--- config.mk ---
export PLATFORM = sky130hd
export DESIGN_NAME = sr_reg_bank
export DESIGN_NICKNAME = d
export VERILOG_FILES = /design/src/rtl/sr_pkg.sv /design/src/rtl/sr_cell.sv /design/src/rtl/sr_reg_bank.sv
export SDC_FILE = /design/constraint.sdc
export NUM_CORES = 1
export LEC_CHECK = 0
export CAP_MARGIN = 30
export CORE_MARGIN = 3
export CORE_UTILIZATION = 44
export DETAILED_ROUTE_END_ITERATION = 6
export PLACE_DENSITY = 0.81
export SYNTH_ARGS = -nofsm -noshare
export SYNTH_HDL_FRONTEND = slang
export SYNTH_SLANG_ARGS = --single-unit
--- constraint.sdc ---
create_clock -name clk -period 2.9 [get_ports clk]
set_input_delay 0.29 -clock clk [delete_from_list [all_inputs] [get_ports clk]]
set_output_delay 0.29 -clock clk [all_outputs]
set_load 0.05 [all_outputs]
--- src/rtl/sr_pkg.sv ---
// Shared constants for the SR register bank: conflict-resolution modes and
// legal parameter ranges.
package sr_pkg;

    localparam int unsigned SR_RST_DOM = 0;
    localparam int unsigned SR_SET_DOM = 1;
    localparam int unsigned SR_TOGGLE  = 2;
    localparam int unsigned SR_HOLD    = 3;

    localparam int unsigned SR_WIDTH_MIN = 1;
    localparam int unsigned SR_WIDTH_MAX = 64;
    localparam int unsigned SR_CNT_W_MIN = 1;
    localparam int unsigned SR_CNT_W_MAX = 16;

endpackage

--- src/rtl/sr_cell.sv ---
// One SR channel: registered q, one-cycle change pulse and sticky conflict flag.
module sr_cell
    import sr_pkg::*;
#(
    parameter int unsigned MODE     = SR_RST_DOM,
    parameter logic        INIT_BIT = 1'b0
) (
    input  logic clk,
    input  logic rstbar,
    input  logic i_sbar,
    input  logic i_rbar,
    input  logic i_clr_err,
    output logic o_q,
    output logic o_q_chg,
    output logic o_conflict,
    output logic o_conflict_now
);

    logic r_q;
    logic r_q_chg;
    logic r_conflict;
    logic w_q_next;
    logic w_conflict_now;

    assign w_conflict_now = ~i_sbar & ~i_rbar;

    always_comb begin
        w_q_next = r_q;
        unique case ({i_sbar, i_rbar})
            2'b01:   w_q_next = 1'b1;
            2'b10:   w_q_next = 1'b0;
            2'b11:   w_q_next = r_q;
            default: begin
                case (MODE)
                    SR_RST_DOM: w_q_next = 1'b0;
                    SR_SET_DOM: w_q_next = 1'b1;
                    SR_TOGGLE:  w_q_next = ~r_q;
                    default:    w_q_next = r_q;
                endcase
            end
        endcase
    end

    always_ff @(posedge clk) begin
        if (!rstbar) begin
            r_q        <= INIT_BIT;
            r_q_chg    <= 1'b0;
            r_conflict <= 1'b0;
        end else begin
            r_q        <= w_q_next;
            r_q_chg    <= w_q_next ^ r_q;
            // Clear wins over a conflict sampled on the same edge.
            r_conflict <= i_clr_err ? 1'b0 : (r_conflict | w_conflict_now);
        end
    end

    assign o_q            = r_q;
    assign o_q_chg        = r_q_chg;
    assign o_conflict     = r_conflict;
    assign o_conflict_now = w_conflict_now;

endmodule

--- src/rtl/sr_reg_bank.sv ---
// Bank of independent SR channels with sticky per-channel conflict flags and a
// saturating count of cycles in which any channel conflicted.
module sr_reg_bank
    import sr_pkg::*;
#(
    parameter int unsigned       WIDTH = 8,
    parameter int unsigned       MODE  = SR_RST_DOM,
    parameter logic [WIDTH-1:0]  INIT  = '0,
    parameter int unsigned       CNT_W = 4
) (
    input  logic             clk,
    input  logic             rstbar,
    input  logic [WIDTH-1:0] sbar,
    input  logic [WIDTH-1:0] rbar,
    input  logic             clr_err,
    output logic [WIDTH-1:0] q,
    output logic [WIDTH-1:0] qbar,
    output logic [WIDTH-1:0] q_chg,
    output logic [WIDTH-1:0] conflict,
    output logic [CNT_W-1:0] conflict_cnt
);

    if (MODE > SR_HOLD) begin : g_bad_mode
        $error("sr_reg_bank: MODE must be 0..3");
    end
    if (WIDTH < SR_WIDTH_MIN || WIDTH > SR_WIDTH_MAX) begin : g_bad_width
        $error("sr_reg_bank: WIDTH must be 1..64");
    end
    if (CNT_W < SR_CNT_W_MIN || CNT_W > SR_CNT_W_MAX) begin : g_bad_cnt_w
        $error("sr_reg_bank: CNT_W must be 1..16");
    end

    localparam logic [CNT_W-1:0] CNT_MAX = '1;

    logic [WIDTH-1:0] w_conflict_now;
    logic             w_any_conflict;
    logic [CNT_W-1:0] r_cnt;

    for (genvar i = 0; i < WIDTH; i++) begin : g_cell
        sr_cell #(
            .MODE     (MODE),
            .INIT_BIT (INIT[i])
        ) u_cell (
            .clk            (clk),
            .rstbar         (rstbar),
            .i_sbar         (sbar[i]),
            .i_rbar         (rbar[i]),
            .i_clr_err      (clr_err),
            .o_q            (q[i]),
            .o_q_chg        (q_chg[i]),
            .o_conflict     (conflict[i]),
            .o_conflict_now (w_conflict_now[i])
        );
    end

    assign w_any_conflict = |w_conflict_now;

    always_ff @(posedge clk) begin
        if (!rstbar) begin
            r_cnt <= '0;
        end else if (clr_err) begin
            r_cnt <= '0;
        end else if (w_any_conflict && (r_cnt != CNT_MAX)) begin
            r_cnt <= r_cnt + 1'b1;
        end
    end

    assign qbar         = ~q;
    assign conflict_cnt = r_cnt;

endmodule

# Yosys cells after proc, flatten, opt, wreduce, memory -nomap -nowiden
# Index checks and enable logic that the tools add are counted.
# classes
addsub	1
n_eq_ne	17
mux	8
bitwise_logic	42
reduce_logical	3
# ops
op	n
NOT 1 bit	17
equality test 2 x 1 -> 1 bit, second input constant	8
equality test 2 bit, second input constant	8
one-hot mux 1 bit (2 select lines)	8
bitwise AND 1 bit	8
NOT 8 bit	1
OR 1 bit	8
OR reduction 8 bit	1
bitwise XOR 1 bit	8
adder 4 x 1 -> 4 bit, second input constant	1
inequality test 4 bit, second input constant	1
OR reduction 2 bit	1
logical AND 1 bit	1
# word_totals
regBits	28
input_bits	19
output_inout_bits	36

# Logic depth before layout (Yosys ltp)
# depth
depth_word	4
mapped_depth	5

# By module
# A second synthesis with hierarchy kept.
# unflattened
hier_cells	130
area_unflattened_um2	1229.9
# modules_own_cells
module	instances	cells_per_inst	area_each_um2	seq_area_each_um2
sr_cell	8	12	116.4	60.1
sr_reg_bank	1	34	299.0	80.1

# Worst setup path after synthesis
# OpenSTA, ideal clock, no wires.
# synth_timing
kind	reg-to-reg
from	register r_cnt[0] (netlist: conflict_cnt[0])
to	register r_cnt[2] (netlist: conflict_cnt[2])
setup_time_ns	0.116
arrival_ns	1.264
setup_slack_ns	1.520
stages_incl_launch_ff	6
path_buffers	0
synth_period_minus_slack_ns	1.380
path_cell_list	dfxtp_1 ha_1 nand2_1 nor2_1 o21ai_1 o211a_1
# synth_between
elab_chain_len	2
# synth_lines
element	line_no	source
start, declared	sr_reg_bank.sv:37	logic [CNT_W-1:0] r_cnt;
start signal, assigned	sr_reg_bank.sv:64	r_cnt <= r_cnt + 1'b1;
parallel branches: the longest is 2 deep, another holds adder 4 x 1 -> 4 bit	--	
# Parallel ways; which one is timed is not known.
# A chain may end at the register's enable or synchronous reset.

# Worst setup path in the final report
# layout_timing
from	register r_cnt[3] (netlist: conflict_cnt[3])
to	output conflict_cnt[3]
# layout_lines
element	line_no	source
end, declared	sr_reg_bank.sv:20	output logic [CNT_W-1:0] conflict_cnt
# No word-level cell between the ends.

==> impl_metrics.tcl <==
set metrics [dict create \
    track_usage 0.1639 \
    setup_ws_ns 0.9803 \
    cts_num_sinks 28 \
    slew_headroom 0.6121 \
    cp_num_buf_inv 1 \
    core_area_sq_um 2613 \
    syn_inst 141 \
    setup_tns_ns 0 \
    fin_nets 194 \
    avgSynthCellArea_sq_um 9.025 \
    antenna_found_initial 0 \
    dieArea_sq_um 3573 \
    ant_nets 0 \
    ys_seq_area_frac 0.4405 \
    numCtsBuffers 3 \
    cts-resized-gates 0 \
    crit_type "reg2out" \
    clock_latency_ns 0.32 \
    setup_viol 0 \
    drt_iter0_drc 37 \
    drt-wirelength-per-cell_microns 13.80 \
    dpl.hpwl_microns 2249 \
    run_status "complete, no violations" \
    finalMaxSlewViolations 0 \
    slowest_delay_ns 0.85 \
    floorplan.rows 18 \
    start_util 0.4871 \
    synth_seq_cells 28 \
    vias 1024 \
    io_buffer_count 54 \
    dr.pass1.iters 4 \
    utilization 0.6475 \
    cts_root_buffer "clkbuf_4" \
    wl_microns 2802 \
    cts_setup_buffers 0 \
    clkTransAtPathRegs_ns 0.14 \
    grt_max_degree 18 \
    async_flop_share 0 \
    die_h_microns 59.78 \
    fillers 233 \
    crit_chain "clkdlybuf4s50_1" \
    areaGrowthSynthToFinish_pct 32.94 \
    diodes 0 \
    post-route-drc-count 0 \
    netlist_area_sq_um 1272 \
    min_period_ns 1.920 \
    cts.path.max_buffers 2 \
    vias_per_cell 5.044 \
    synth.net_count 161 \
    cp_slowest_cell "clkdlybuf4s50_1" \
    drive_above_1_share 0.05202 \
    cp-start-kind "flip-flop" \
    grt_setup_unrepaired "no" \
    power.leakage_nw 0.6885 \
    place_area_sq_um 1655 \
    max_freq_ghz 0.5209 \
    gp_congestion 0.6494 \
    die_w_microns 59.78 \
    fin_crit_sh 0.6620 \
    grt_pass1_wl_microns 4457 \
    fin_skew_ns 0.002069 \
    worst_pin_slew_ns 0.5800 \
    grt_pass1_vias 1025 \
    synth-edff-count 0 \
    p_total_w 0.0008051 \
    cp.arrival_ns 1.63 \
    crit_path_end_kind "output pin" \
    path_max_fanout 5 \
    finalInstanceArea_sq_um 1692 \
    hold_buffers 0 \
    global_route.overflow_total 0 \
    finalHoldViolCount 0 \
    cts_tree "yes" \
    synth_warnings 0 \
    io_pins 55 \
    synthFlopType "dfxtp_1" \
    cpLargestDelayFamily "buffers and inverters" \
    hp-class "reg2reg" \
    dpl_worst_slack_ns 0.9329 \
    htreeDepth 1 \
    ys_types 23 \
    cp.required_ns 2.61 \
    irDropWorstVdd_uv 390.9 \
    power_density_nw_per_um2 475.9 \
    drv_cap 0 \
]
## cells by family after synthesis
kind of cell,count (synthesis),share of synthesized area
mux,7,0.05507
simple gates,45,0.1809
fa+ha+maj,1,0.009831
compound gates,26,0.1367
flops,28,0.4405
buf+inv,34,0.1770
## final timing paths
path                                       endpoint  depth (start not counted)  slack [ns]                                   start
max                                 conflict_cnt[3]                          1        0.98            conflict_cnt[3]$_SDFFE_PP0P_
min          g_cell[4].u_cell.o_conflict$_SDFF_PP0_                          1        0.49  g_cell[4].u_cell.o_conflict$_SDFF_PP0_
max reg2reg            conflict_cnt[1]$_SDFFE_PP0P_                          3        1.59            conflict_cnt[0]$_SDFFE_PP0P_
min reg2reg  g_cell[4].u_cell.o_conflict$_SDFF_PP0_                          1        0.49  g_cell[4].u_cell.o_conflict$_SDFF_PP0_
## routing by layer
| metal | vias up | GRT usage | wire length [microns] |
|---|---|---|---|
| met5 | - | 0 | 0 |
| met4 | 0 | 0.06962 | 38 |
| met3 | 5 | 0.03456 | 172 |
| met2 | 28 | 0.3164 | 1559 |
| met1 | 481 | 0.1656 | 1031 |
| li1 | 510 | - | - |
## registers in the layout, summed over array words and instances, names as in the netlist
| register | cells |
|---|---|
| conflict_cnt | 4 |
| g_cell.u_cell.o_conflict | 8 |
| g_cell.u_cell.o_q_chg | 8 |
| g_cell.u_cell.o_q | 8 |
## synthesized netlist by cell type (2+ instances only)
library cell,n,share of area
mux2i_1,7,0.055
nor3b_1,4,0.024
o211a_1,2,0.016
o21ai_1,2,0.0079
nor2_2,2,0.0098
nor2_1,15,0.044
o21a_1,11,0.065
dfxtp_1,28,0.44
a21oi_1,9,0.035
nand2_1,12,0.035
nor2b_1,5,0.025
nor4_1,2,0.0098
inv_1,8,0.024
or4_4,2,0.018
buf_4,24,0.14
## where the power goes
group / internal [W] / total (W) / switching, W
clock: 0.0000768 / 0.000187 / 0.000110
combinational: 0.0000804 / 0.000206 / 0.000126
sequential: 0.000402 / 0.000412 / 0.00000996
total: 0.000559 / 0.000805 / 0.000246
## area by class of cell
cell class	count	area, sq um	share of cell area
Clock buffer	4	36.28	0.02145
Inverter	8	30.03	0.01775
Multi-Input combinational cell	79	486.7	0.2877
Sequential cell	28	560.5	0.3314
Tap cell	30	37.54	0.02219
Timing Repair Buffer	54	540.5	0.3195
## cells in the final DEF (no fill, tap or decap)
| cell | count |
|---|---|
| a21boi_0 | 1 |
| a21oi_1 | 9 |
| a32oi_1 | 1 |
| and2b_2 | 1 |
| clkbuf_4 | 3 |
| clkbuf_8 | 1 |
| clkdlybuf4s50_1 | 54 |
| dfxtp_1 | 28 |
| ha_1 | 1 |
| inv_1 | 8 |
| mux2i_1 | 7 |
| nand2_1 | 12 |
| nand2b_1 | 1 |
| nand3_1 | 1 |
| nor2_1 | 15 |
| nor2_2 | 2 |
| nor2b_1 | 5 |
| nor3b_1 | 4 |
| nor4_1 | 2 |
| o211a_1 | 2 |
| o21a_1 | 11 |
| o21ai_1 | 2 |
| or4_4 | 2 |
## metrics by stage
step / std cells / hold slack, ns
floorplan: 141 / 0.3770
global placement: 199 / 0.4509
detailed placement: 199 / 0.4538
CTS: 203 / 0.4873
global route: 203 / 0.5143
finish: 203 / 0.4851
Note: power is estimated with default switching activity, not from simulation.
==> patch (config.mk and constraints unchanged) <==
Set the parameter `WIDTH` to 10 (it was 8).
--- a/src/rtl/sr_reg_bank.sv
+++ b/src/rtl/sr_reg_bank.sv
@@ -4,5 +4,5 @@
     import sr_pkg::*;
 #(
-    parameter int unsigned       WIDTH = 8,
+    parameter int unsigned       WIDTH = 10,
     parameter int unsigned       MODE  = SR_RST_DOM,
     parameter logic [WIDTH-1:0]  INIT  = '0,
Interface: changed (6 resized); port bits go from 55 to 67. The function was not compared with the original's and may differ.
==> patch against the original RTL <==
Clock power rose by 29%; power rose by 27%; final area rose by 25%; routed wire length rose by 15%; setup slack improved by 0.029 ns; sequential cell count rose by 6; combinational power rose by 34%; area after synthesis rose by 24%; maximum frequency rose by 1.5%; non-clock buffer count rose by 13; largest power group unchanged.
==> patch: results (changes against the original RTL) <==
postCtsSetupBuffers: 0  # unchanged
via_per_inst: 4.79  # was 5.04
worst_pin_slew_ns: 0.532  # was 0.580 ns
syn_area_per_cell_um2: 8.33  # was 9.02 um^2
hold_depth: 2  # was 1
clk_pin_slew_ns: 0.09  # was 0.14 ns
synth_cell_type_count: 28  # was 23
finalSetupViolations: 0  # unchanged
synth_seq_area_share_pct: 43.0  # was 44.1%
fillCellCount: 303  # was 233
timing.rr.end: "conflict_cnt[1]"  # unchanged
final_layout_size_suffix_gt1_share_pct: 4.33  # was 5.20%
dp.cells: 270  # was 199
cp.arrival_ns: 1.60  # was 1.63 ns
wl_per_cell_um: 11.6  # was 13.8 um
grt_pass1_wl_um: 5220  # was 4460 um
synth_area_leaders: "dfxtp_1, buf_4, nor2_1"  # was dfxtp_1, buf_4, o21a_1
synth_nets: 214  # was 161
async_reset_ff_share_pct: 0  # unchanged
timing.rr.start: "conflict_cnt[0]"  # unchanged
fin_nets: 255  # was 194
cellLeakagePower_nw: 0.829  # was 0.688 nW
hold_path_class: "reg -> reg"  # unchanged
r2r_cells: 5  # was 3
h-tree-depth: 2  # was 1
critPathTopFamily: "buffers and inverters"  # unchanged
n_antenna_cell: 0  # unchanged
clkLatencyLatePin_ns: 0.34  # was 0.32 ns
grt_max_degree: 15  # was 18
critPathKind: "reg -> out"  # unchanged
synth_commonest_cells: "nor2_1, dfxtp_1, buf_4"  # was dfxtp_1, buf_4, nor2_1
r2r_slack_ns: 1.50  # was 1.59 ns
place_hpwl_um: 2450  # was 2250 um
place_congestion: 0.835  # was 0.649
skew_ns: 0.00530  # was 0.00207 ns
vdd_drop_max_mv: 0.313  # was 0.391 mV
status: "completed"  # unchanged
synth_most_common_cell: "nor2_1"  # was dfxtp_1
critPathSlowestCell: "clkdlybuf4s50_1"  # unchanged
use_met1_pct: 17.9  # was 16.6%
track_usage_pct: 16.0  # was 16.4%
drt_iter0_markers: 53  # was 37
min_from: "g_cell[4].u_cell.o_conflict"  # unchanged
portBuffers: 66  # was 54
grt_pass1_vias: 1187  # was 1025
vias: 1327  # was 1024
use_met3_pct: 7.82  # was 3.46%
cts_buffers: 5  # was 3
grt_use_met2_pct: 25.5  # was 31.6%
==> patch: layout make-up <==
type / instances / area [um^2] / share of cell area [%]
well taps: 46 / 57.6 / 2.72
multi-input cells: 110 / 617 / 29.1
repair buffers: 67 / 668 / 31.6
clock buffers: 7 / 45.0 / 2.13
flip-flops and latches: 34 / 681 / 32.2
inverters: 13 / 48.8 / 2.30
==> patch: report_power, final <==
part | switching, mW | internal, mW
sequential | 0.0140 | 0.490
clock | 0.150 | 0.0913
combinational | 0.172 | 0.105
==> patch: cells by family (layout without fill, tap and decap cells) <==
family	count (synthesis)	count (layout)	synth area share, %
simple gates	76	76	22.5
buf+inv	46	87	18.0
flops	34	34	43.0
compound gates	28	28	12.5
mux	5	5	3.16
fa+ha+maj	1	1	0.790
==> patch: worst max path at each step <==
stage               startpoint               to  cells after the start
5_1_grt        conflict_cnt[0]  conflict_cnt[0]                      1
3_5_place_dp            rstbar  conflict_cnt[1]                      4
6_report       conflict_cnt[0]  conflict_cnt[0]                      1
2_1_floorplan  conflict_cnt[0]  conflict_cnt[1]                      5
4_1_cts        conflict_cnt[0]  conflict_cnt[0]                      1
3_3_place_gp            rstbar  conflict_cnt[1]                      4
==> patch: metrics by stage <==
| stage | hold slack [ns] | utilization [%] | power, mW | cell area, um^2 | setup WS (ns) |
|---|---|---|---|---|---|
| 3_5_place_dp | 0.457 | 61.1 | 0.792 | 2070 | 0.898 |
| 6_report | 0.471 | 62.5 | 1.02 | 2120 | 1.01 |
| 3_3_place_gp | 0.449 | 61.1 | 0.790 | 2070 | 0.957 |
| 4_1_cts | 0.480 | 62.5 | 1.03 | 2120 | 1.01 |
| 2_1_floorplan | 0.377 | - | 0.707 | 1580 | 1.23 |
| 5_1_grt | 0.520 | 62.5 | 1.08 | 2120 | 0.945 |
==> patch: per-layer routing <==
layer / vias up / routed length, um
li1: 675 / -
met1: 598 / 1460
met2: 49 / 1420
met3: 5 / 290
met4: 0 / 48
met5: - / 0
